$ cat src/rtl/sync_fifo_ctrl.sv
// rtl/sync_fifo_ctrl.sv - single-clock FIFO with thresholds, occupancy count, error pulses and reset-busy handshake
// Define SYNC_FIFO_FWFT_EN to build the first-word-fall-through read port.
module sync_fifo_ctrl #(
   parameter int DATA_W       = 8,
   parameter int ADDR_W       = 8,
   parameter int AF_LEVEL     = 2**ADDR_W-1,
   parameter int AE_LEVEL     = 1,
   parameter int RST_BUSY_CYC = 4
) (
   input  logic              sys_clk,
   input  logic              rst,
   input  logic              wr_en,
   input  logic [DATA_W-1:0] din,
   input  logic              rd_en,
   output logic [DATA_W-1:0] dout,
   output logic              valid,
   output logic              full,
   output logic              almost_full,
   output logic              empty,
   output logic              almost_empty,
   output logic [ADDR_W:0]   data_count,
   output logic              overflow,
   output logic              underflow,
   output logic              rst_busy
);

   localparam int DEPTH = 2**ADDR_W;

   typedef enum logic [1:0] {ST_RESET, ST_BUSY, ST_RUN} state_t;

   state_t            state_q, state_d;
   logic [3:0]        busy_cnt_q, busy_cnt_d;
   logic [ADDR_W:0]   wr_ptr_q, wr_ptr_d, rd_ptr_q, rd_ptr_d;
   logic [DATA_W-1:0] dout_q, dout_d;
   logic              valid_q, valid_d;
   logic              overflow_q, overflow_d;
   logic              underflow_q, underflow_d;
   logic              rst_busy_q;
   logic [DATA_W-1:0] mem [DEPTH];

   logic              run, mem_full, mem_empty, wr_acc, rd_acc, mem_rd;
   logic [ADDR_W:0]   mem_count, count;
   logic signed [31:0] count_s;

   always_comb begin
      run       = (state_q == ST_RUN);
      mem_count = wr_ptr_q - rd_ptr_q;
      mem_full  = (mem_count == (ADDR_W+1)'(DEPTH));
      mem_empty = (mem_count == '0);
`ifdef SYNC_FIFO_FWFT_EN
      count     = mem_count + {{ADDR_W{1'b0}}, valid_q};
      empty     = !run || !valid_q;
`else
      count     = mem_count;
      empty     = !run || mem_empty;
`endif
      full      = !run || mem_full;
      // Signed compare so out-of-range thresholds are taken literally.
      count_s      = 32'(count);
      almost_full  = !run || (count_s >= AF_LEVEL);
      almost_empty = !run || (count_s <= AE_LEVEL);
   end

   always_comb begin
      state_d     = state_q;
      busy_cnt_d  = busy_cnt_q;
      wr_ptr_d    = wr_ptr_q;
      rd_ptr_d    = rd_ptr_q;
      dout_d      = dout_q;
      wr_acc      = run && wr_en && !full;
      rd_acc      = run && rd_en && !empty;
      overflow_d  = run && wr_en && full;
      underflow_d = run && rd_en && empty;
`ifdef SYNC_FIFO_FWFT_EN
      mem_rd      = run && !mem_empty && (!valid_q || rd_acc);
      valid_d     = mem_rd || (valid_q && !rd_acc);
`else
      mem_rd      = rd_acc;
      valid_d     = rd_acc;
`endif
      if (mem_rd) begin
         dout_d   = mem[rd_ptr_q[ADDR_W-1:0]];
         rd_ptr_d = rd_ptr_q + (ADDR_W+1)'(1);
      end
      if (wr_acc) begin
         wr_ptr_d = wr_ptr_q + (ADDR_W+1)'(1);
      end
      case (state_q)
         ST_RESET: begin
            state_d    = ST_BUSY;
            busy_cnt_d = '0;
         end
         ST_BUSY: begin
            if (busy_cnt_q == 4'(RST_BUSY_CYC-1)) begin
               state_d = ST_RUN;
            end else begin
               busy_cnt_d = busy_cnt_q + 4'd1;
            end
         end
         default: state_d = ST_RUN;
      endcase
   end

   always_ff @(posedge sys_clk) begin
      if (rst) begin
         state_q     <= ST_RESET;
         busy_cnt_q  <= '0;
         wr_ptr_q    <= '0;
         rd_ptr_q    <= '0;
         dout_q      <= '0;
         valid_q     <= 1'b0;
         overflow_q  <= 1'b0;
         underflow_q <= 1'b0;
         rst_busy_q  <= 1'b1;
      end else begin
         state_q     <= state_d;
         busy_cnt_q  <= busy_cnt_d;
         wr_ptr_q    <= wr_ptr_d;
         rd_ptr_q    <= rd_ptr_d;
         dout_q      <= dout_d;
         valid_q     <= valid_d;
         overflow_q  <= overflow_d;
         underflow_q <= underflow_d;
         rst_busy_q  <= (state_d != ST_RUN);
      end
   end

   // Storage has no reset; the pointers alone define what is held.
   always_ff @(posedge sys_clk) begin
      if (!rst && wr_acc) begin
         mem[wr_ptr_q[ADDR_W-1:0]] <= din;
      end
   end

   assign dout       = dout_q;
   assign valid      = valid_q;
   assign data_count = count;
   assign overflow   = overflow_q;
   assign underflow  = underflow_q;
   assign rst_busy   = rst_busy_q;

endmodule
$ cat config.mk
export PLATFORM = sky130hd
export DESIGN_NAME = sync_fifo_ctrl
export DESIGN_NICKNAME = d
export VERILOG_FILES = /design/src/rtl/sync_fifo_ctrl.sv
export SDC_FILE = /design/constraint.sdc
export NUM_CORES = 2
export LEC_CHECK = 0
export ABC_CLOCK_PERIOD_IN_PS = 10650
export BUFFER_PORTS_ARGS = -buffer_cell sky130_fd_sc_hd__buf_2
export CAP_MARGIN = 10
export CORE_ASPECT_RATIO = 0.9
export CORE_MARGIN = 2
export CORE_UTILIZATION = 45
export CTS_BUF_LIST = sky130_fd_sc_hd__clkbuf_8 sky130_fd_sc_hd__clkbuf_16
export CTS_CLUSTER_SIZE = 40
export DETAILED_ROUTE_END_ITERATION = 16
export GPL_TIMING_DRIVEN = 0
export HOLD_SLACK_MARGIN = 0.1
export PLACE_DENSITY_LB_ADDON = 0.2
export SKIP_LAST_GASP = 1
export SYNTH_ARGS = -nofsm -noshare
export SYNTH_HDL_FRONTEND = slang
export SYNTH_SLANG_ARGS = --single-unit
export TNS_END_PERCENT = 30
$ cat constraint.sdc
create_clock -name sys_clk -period 10.65 [get_ports sys_clk]
set_clock_uncertainty 0.15 [all_clocks]
set_input_delay 2.13 -clock sys_clk [delete_from_list [all_inputs] [get_ports sys_clk]]
set_output_delay 2.13 -clock sys_clk [all_outputs]
set_load 0.05 [all_outputs]
Yosys cells after proc, flatten, opt, wreduce, memory -nomap -nowiden --
Memory sizes are Yosys's and may differ from the RTL's. A register that Yosys moved wholly into a read port is not among the register bits. Cells that the tools add are included.
Operators by class: $add $sub $neg 4, order comparisons 2, eq/ne operators 6, multiplexer cells 6, reduce and logical (&&, ||, !) cells 19
Operators with widths (count):
- $add A9 B1 Y9 const B | 2
- $eq A9 B9 Y1 const B | 1
- $ge A9 B8 Y1 const B | 1
- $le A9 B1 Y1 const B | 1
- $logic_not A9 Y1 | 1
- $sub A9 B9 Y9 | 1
- $pmux W4 S2 | 1
- $logic_and A1 B1 Y1 | 7
- $add A4 B1 Y4 const B | 1
- $eq A4 B2 Y1 const B | 1
- $logic_not A1 Y1 | 4
- $logic_or A1 B1 Y1 | 4
- $mux W4 | 1
- $ne A2 B2 Y1 const B | 2
- $pmux W2 S2 | 1
- $eq A2 B1 Y1 const B | 1
- $eq A2 B2 Y1 const B | 1
- $logic_not A2 Y1 | 1
- $mux W1 | 2
- $mux W2 | 1
- $reduce_and A2 Y1 | 1
- $reduce_bool A2 Y1 | 1
Word-level totals: register bits after elaboration 28, bits in writable memories 2048, input bits 12, output and inout bits 25, word-level logic and storage cells 46, memories 1
Memory list:
- mem | depth 256, bits a word 8, read ports 1, clocked after memory_dff 1, write ports 1, RTL line 39 | logic [DATA_W-1:0] mem [DEPTH];

Longest topological paths before layout --
depth in word-level cells 8, mapped depth 18, mapped depth without buffers 12

Worst setup path before layout --
No wires, ideal clock.
path type reg-to-output, start register rd_ptr_q[2], end output port almost_empty, data arrival time 4420 ps, required time 8370 ps, setup slack 3950 ps, cell stages (with the launch flop) 15, path through dfxtp_1 > buf_2 > buf_2 > inv_1 > buf_2 > buf_2 > buf_2 > ha_1 > nand2b_1 > a21boi_1 > o21a_1 > o211a_1 > nor3_2 > inv_2 > o41ai_1
On the way: cells in the longest elaborated chain, start to end 3
Ends and longest elaborated chain:
- start, declared | RTL line 33 | logic [ADDR_W:0] wr_ptr_q, wr_ptr_d, rd_ptr_q, rd_ptr_d;
- start signal, assigned | RTL line 119 | rd_ptr_q <= rd_ptr_d;
- $sub A9 B9 Y9 | RTL line 47 | mem_count = wr_ptr_q - rd_ptr_q;
- named net data_count[6] | RTL line 21 | output logic [ADDR_W:0] data_count,
- $le A9 B1 Y1 | RTL line 61 | almost_empty = !run || (count_s <= AE_LEVEL);
- $logic_or A1 B1 Y1 | RTL line 61
- end, declared | RTL line 20 | output logic almost_empty,
The timed path passes the listed nets, and every way through them passes these cells.

Worst setup path after layout --
start register rd_ptr_q[2], end output port full
On the way: cells in the longest elaborated chain, start to end 3
Ends and longest elaborated chain:
- $sub A9 B9 Y9 | RTL line 47
- $eq A9 B9 Y1 | RTL line 48 | mem_full = (mem_count == (ADDR_W+1)'(DEPTH));
- $logic_or A1 B1 Y1 | RTL line 57 | full = !run || mem_full;
- end, declared | RTL line 17 | output logic full,
No other way between the ends.

==> impl_summary.log <==
INFO  metric status = complete, no violations
INFO  metric drv.max_cap_violation_count = 0
INFO  metric ctsHoldBuffers = 0
INFO  metric synthTopCellsByArea = sky130_fd_sc_hd__edfxtp_1 (75%), sky130_fd_sc_hd__mux4_2 (13%), sky130_fd_sc_hd__mux2i_1 (2.8%)
INFO  metric synth_largest_type_area_fraction = 75.22%
INFO  metric timing.fmax = between 100 and 150 MHz
INFO  metric share_of_synthesized_area_occupied_by_flip_flops_and_latches = 76.10%
INFO  metric post_drt_via_cell_ratio = about 6.3
INFO  metric fin_tns_setup = 0 ps
INFO  metric drt_drc_violations_left = 0
INFO  metric mappedNetlistNets = 4002
INFO  metric die-width = about 450 um
INFO  metric cells_resized_by_post_cts_repair = 0
INFO  metric cts.repair_timing.setup_buffer_count = 0
INFO  metric distinct_cells_synth = 70
INFO  metric timing.hold.worst_endpoint = busy_cnt_q[2]
INFO  metric grt_start_max_net_pins = 153
INFO  metric synth.avg_cell_area = 20.57 sq um
INFO  metric half_perimeter_wire_length_after_detailed_placement = 164300 um
INFO  metric design.die.area = 0.1851 sq mm
INFO  metric netlist_instances = 3974
INFO  metric path_clk_slew = about 60 ps
INFO  metric row_count = 148
INFO  metric setup_viol = 0
INFO  metric cell_area_power_density = between 150 and 200 mW/mm^2
INFO  metric design.portCount = 37
INFO  metric power.ir.vdd_worst = about 0.16 mV
INFO  metric worst_slew_pin_slew = 1366 ps
INFO  metric final_max_slew_viol_count = 0
INFO  metric grt_pass1_wl = 337000 um
INFO  metric critical_path.endpoint_type = output port
INFO  metric worstHoldPathCells = 2
INFO  metric starting_utilization_of_the_core_area = 45.24%
INFO  metric worst_ep_arrival_time = about 6100 ps
INFO  metric grt_usage = 26.55%
INFO  metric postSynth.asyncResetShare = 0%
INFO  metric timing.rr.end = mem[134][4]
INFO  metric synth_area = between 0.08 and 0.09 sq mm
INFO  metric routed_wire_length_per_instance = 36.28 um
INFO  metric cts.htree.levels = 4
INFO  metric required = 8370 ps
INFO  metric cts_max_path_buffers = 3
INFO  metric core = 0.1807 sq mm
INFO  metric rrSetupSlack = 3790 ps
INFO  metric grt_overflow = 0
INFO  metric yosys_warnings = 0
INFO  metric layout-drive-gt1-share = between 20% and 30%
INFO  metric detail_route.first_pass.iterations = 6
INFO  metric detail_route.wirelength = between 200000 and 250000 um
INFO  metric fin_nets = ~4300
INFO  metric grt_antenna_before_repair = 19
INFO  metric cts_inserted_buffers = 204
INFO  metric startpoint_type_of_the_worst_setup_path = flop
INFO  metric areaGrowthSynthToFinish = 12.95%
INFO  metric die_height = 408.4 um
INFO  metric largest_area_contributor_in_the_synthesized_netlist = sky130_fd_sc_hd__edfxtp_1
INFO  metric synth.ff_latch_count = 2084
INFO  metric drt_iter0_markers = 6886
INFO  metric rr_worst_depth = 18
INFO  metric setup.worst_path.class = reg -> out
INFO  metric post_route_hold_slack = 358.3 ps
INFO  metric synth_edf_count = around 2000
INFO  metric clock_tree_from_tritoncts = yes
INFO  metric clock_insertion_delay_worst_skew = 850 ps
INFO  metric final-hold-violation-count = 0
INFO  metric hp-class = reg -> reg
INFO  metric vias = 43170
INFO  metric p_leak = 0.02846 uW
INFO  metric max_slew_margin = 7.783%
INFO  metric portBuffers = 36
INFO  metric clock-sinks = 2084
INFO  metric critical_path.reg2reg.startpoint = rd_ptr_q[2]
INFO  metric synthFlopType = sky130_fd_sc_hd__edfxtp_1
INFO  metric period_share = 78.42%
INFO  metric timing.final.crit_period = 8352 ps
INFO  metric ant_nets = 0
INFO  metric hold_startpoint = busy_cnt_q[2]
INFO  metric routability_congestion = 0.9367
INFO  metric path_max_fanout = 10
INFO  metric grt_setup_unrepaired = no
INFO  metric cts.root.buffer_cell = sky130_fd_sc_hd__clkbuf_16
INFO  metric first_global_vias = about 41000
[area by class of cell]
cell class / instances / area [sq um]
clock buffer: 207 / 5180
multi-input combinational: 1629 / 18190
clock inverter: 177 / 1543
buffer: 238 / 1311
inverter: 23 / 86.33
fill: 14380 / 88390
antenna: 1 / 2.502
timing repair buffer: 63 / 813.3
tap: 2400 / 3003
sequential: 2084 / 62220
[through the flow]
stage               power, uW  std cells  setup slack, ps  cell area, sq um  utilization (%)
floorplan                9182       3974             3950             81760                -
global placement         9347       6410             2406             84940            47.00
detailed placement       9341       6436             3278             85590            47.36
CTS                     16470       6820             2385             92320            51.08
global route            16790       6821             2208             92340            51.09
finish                  16420       6822             2298             92350            51.10
[worst max path at each step]
stage | from | end | slack, ps
global placement | rd_ptr_q[3] | mem[63][0] | 2410
finish | rd_ptr_q[2] | full | 2300
detailed placement | rd_ptr_q[2] | full | 3280
global route | rd_ptr_q[2] | full | 2210
floorplan | rd_ptr_q[2] | almost_empty | 3950
CTS | rd_ptr_q[2] | full | 2390
[worst max-delay path: stages (launching register included)]
cell                       delay (ps)
sky130_fd_sc_hd__dfxtp_1          320
sky130_fd_sc_hd__buf_2            250
sky130_fd_sc_hd__buf_2            310
sky130_fd_sc_hd__inv_1            160
sky130_fd_sc_hd__buf_2            300
sky130_fd_sc_hd__buf_2            460
sky130_fd_sc_hd__buf_2            570
sky130_fd_sc_hd__ha_1             370
sky130_fd_sc_hd__nand2b_1          90
sky130_fd_sc_hd__a21boi_1          80
sky130_fd_sc_hd__o21a_1           240
sky130_fd_sc_hd__o211a_1          240
sky130_fd_sc_hd__nor3_2           370
sky130_fd_sc_hd__inv_2            190
sky130_fd_sc_hd__o41ai_4          570
sky130_fd_sc_hd__buf_2            330
sky130_fd_sc_hd__buf_2            340
[logic make-up after synthesis]
kind of cell / Yosys count / share of synthesized area, %
flip-flops: 2084 / 76.10
adder cells (fa/ha/maj): 16 / 0.2540
AO/OA/AOI/OAI: 333 / 2.843
buffers and inverters: 261 / 1.682
AND/OR/NAND/NOR: 562 / 3.073
XOR/XNOR: 5 / 0.07653
multiplexers: 713 / 15.97
[power by group]
| part | switching, uW | internal [uW] | leakage, uW |
|---|---|---|---|
| registers | 0.603 | 9000 | 0.0187 |
| logic | 145 | 19.1 | 0.00634 |
| clock network | 3180 | 4070 | 0.00342 |
| total | 3330 | 13100 | 0.0285 |
[layout by cell type, fill, tap and decap left out, types with 15 or more instances in the layout]
| master | netlist | final |
|---|---|---|
| sky130_fd_sc_hd__mux2i_1 | 229 | 229 |
| sky130_fd_sc_hd__a21oi_1 | 48 | 48 |
| sky130_fd_sc_hd__nand2_1 | 89 | 89 |
| sky130_fd_sc_hd__buf_2 | 91 | 120 |
| sky130_fd_sc_hd__a221oi_1 | 32 | 32 |
| sky130_fd_sc_hd__buf_1 | 19 | 18 |
| sky130_fd_sc_hd__nor2_1 | 302 | 302 |
| sky130_fd_sc_hd__mux4_2 | 472 | 472 |
| sky130_fd_sc_hd__ha_1 | 15 | 15 |
| sky130_fd_sc_hd__buf_4 | 45 | 48 |
| sky130_fd_sc_hd__buf_6 | 15 | 17 |
| sky130_fd_sc_hd__bufinv_16 | 0 | 22 |
| sky130_fd_sc_hd__dfxtp_1 | 36 | 36 |
| sky130_fd_sc_hd__nand4_1 | 24 | 24 |
| sky130_fd_sc_hd__clkbuf_2 | 0 | 17 |
| sky130_fd_sc_hd__clkbuf_16 | 0 | 207 |
| sky130_fd_sc_hd__nor3_1 | 27 | 26 |
| sky130_fd_sc_hd__a22oi_1 | 47 | 47 |
| sky130_fd_sc_hd__a211oi_1 | 16 | 16 |
| sky130_fd_sc_hd__edfxtp_1 | 2048 | 2048 |
| sky130_fd_sc_hd__o21ai_0 | 50 | 50 |
| sky130_fd_sc_hd__clkinv_2 | 0 | 45 |
| sky130_fd_sc_hd__nor2b_1 | 17 | 17 |
| sky130_fd_sc_hd__nand3_1 | 46 | 46 |
| sky130_fd_sc_hd__o22ai_1 | 40 | 40 |
| sky130_fd_sc_hd__clkinv_1 | 3 | 62 |
| sky130_fd_sc_hd__o221ai_1 | 15 | 15 |
| sky130_fd_sc_hd__clkbuf_1 | 68 | 51 |
| sky130_fd_sc_hd__inv_1 | 17 | 50 |
[cell usage after synthesis (all sizes together), types with 9 or more instances]
master and n:
nand3 46, mux2i 229, a221oi 32, dfxtp 36, o21ai 52, nand4 24, a211oi 16, edfxtp 2048
clkbuf 68, o211ai 12, nor2b 17, nor3 28, a31oi 13, a21oi 48, o22ai 40, a22oi 47
or4 9, mux4 472, o221ai 15, nor2 302, mux2 12, inv 20, nand2 89, ha 15
nor4 10, buf 170
[metal layers]
layer,wire (um),track usage [%]
met4,9991,9.623
met2,106800,37.80
met1,101900,39.39
met3,28690,7.112
met5,116,0
[sequential cells by signal, summed over array words and instances (netlist names)]
signal / flops
rst_busy: 1
wr_ptr_q: 9
mem: 2048
overflow: 1
underflow: 1
valid: 1
state_q: 2
dout: 8
rd_ptr_q: 9
busy_cnt_q: 4
No activity file was read; power rests on OpenSTA's default activity.
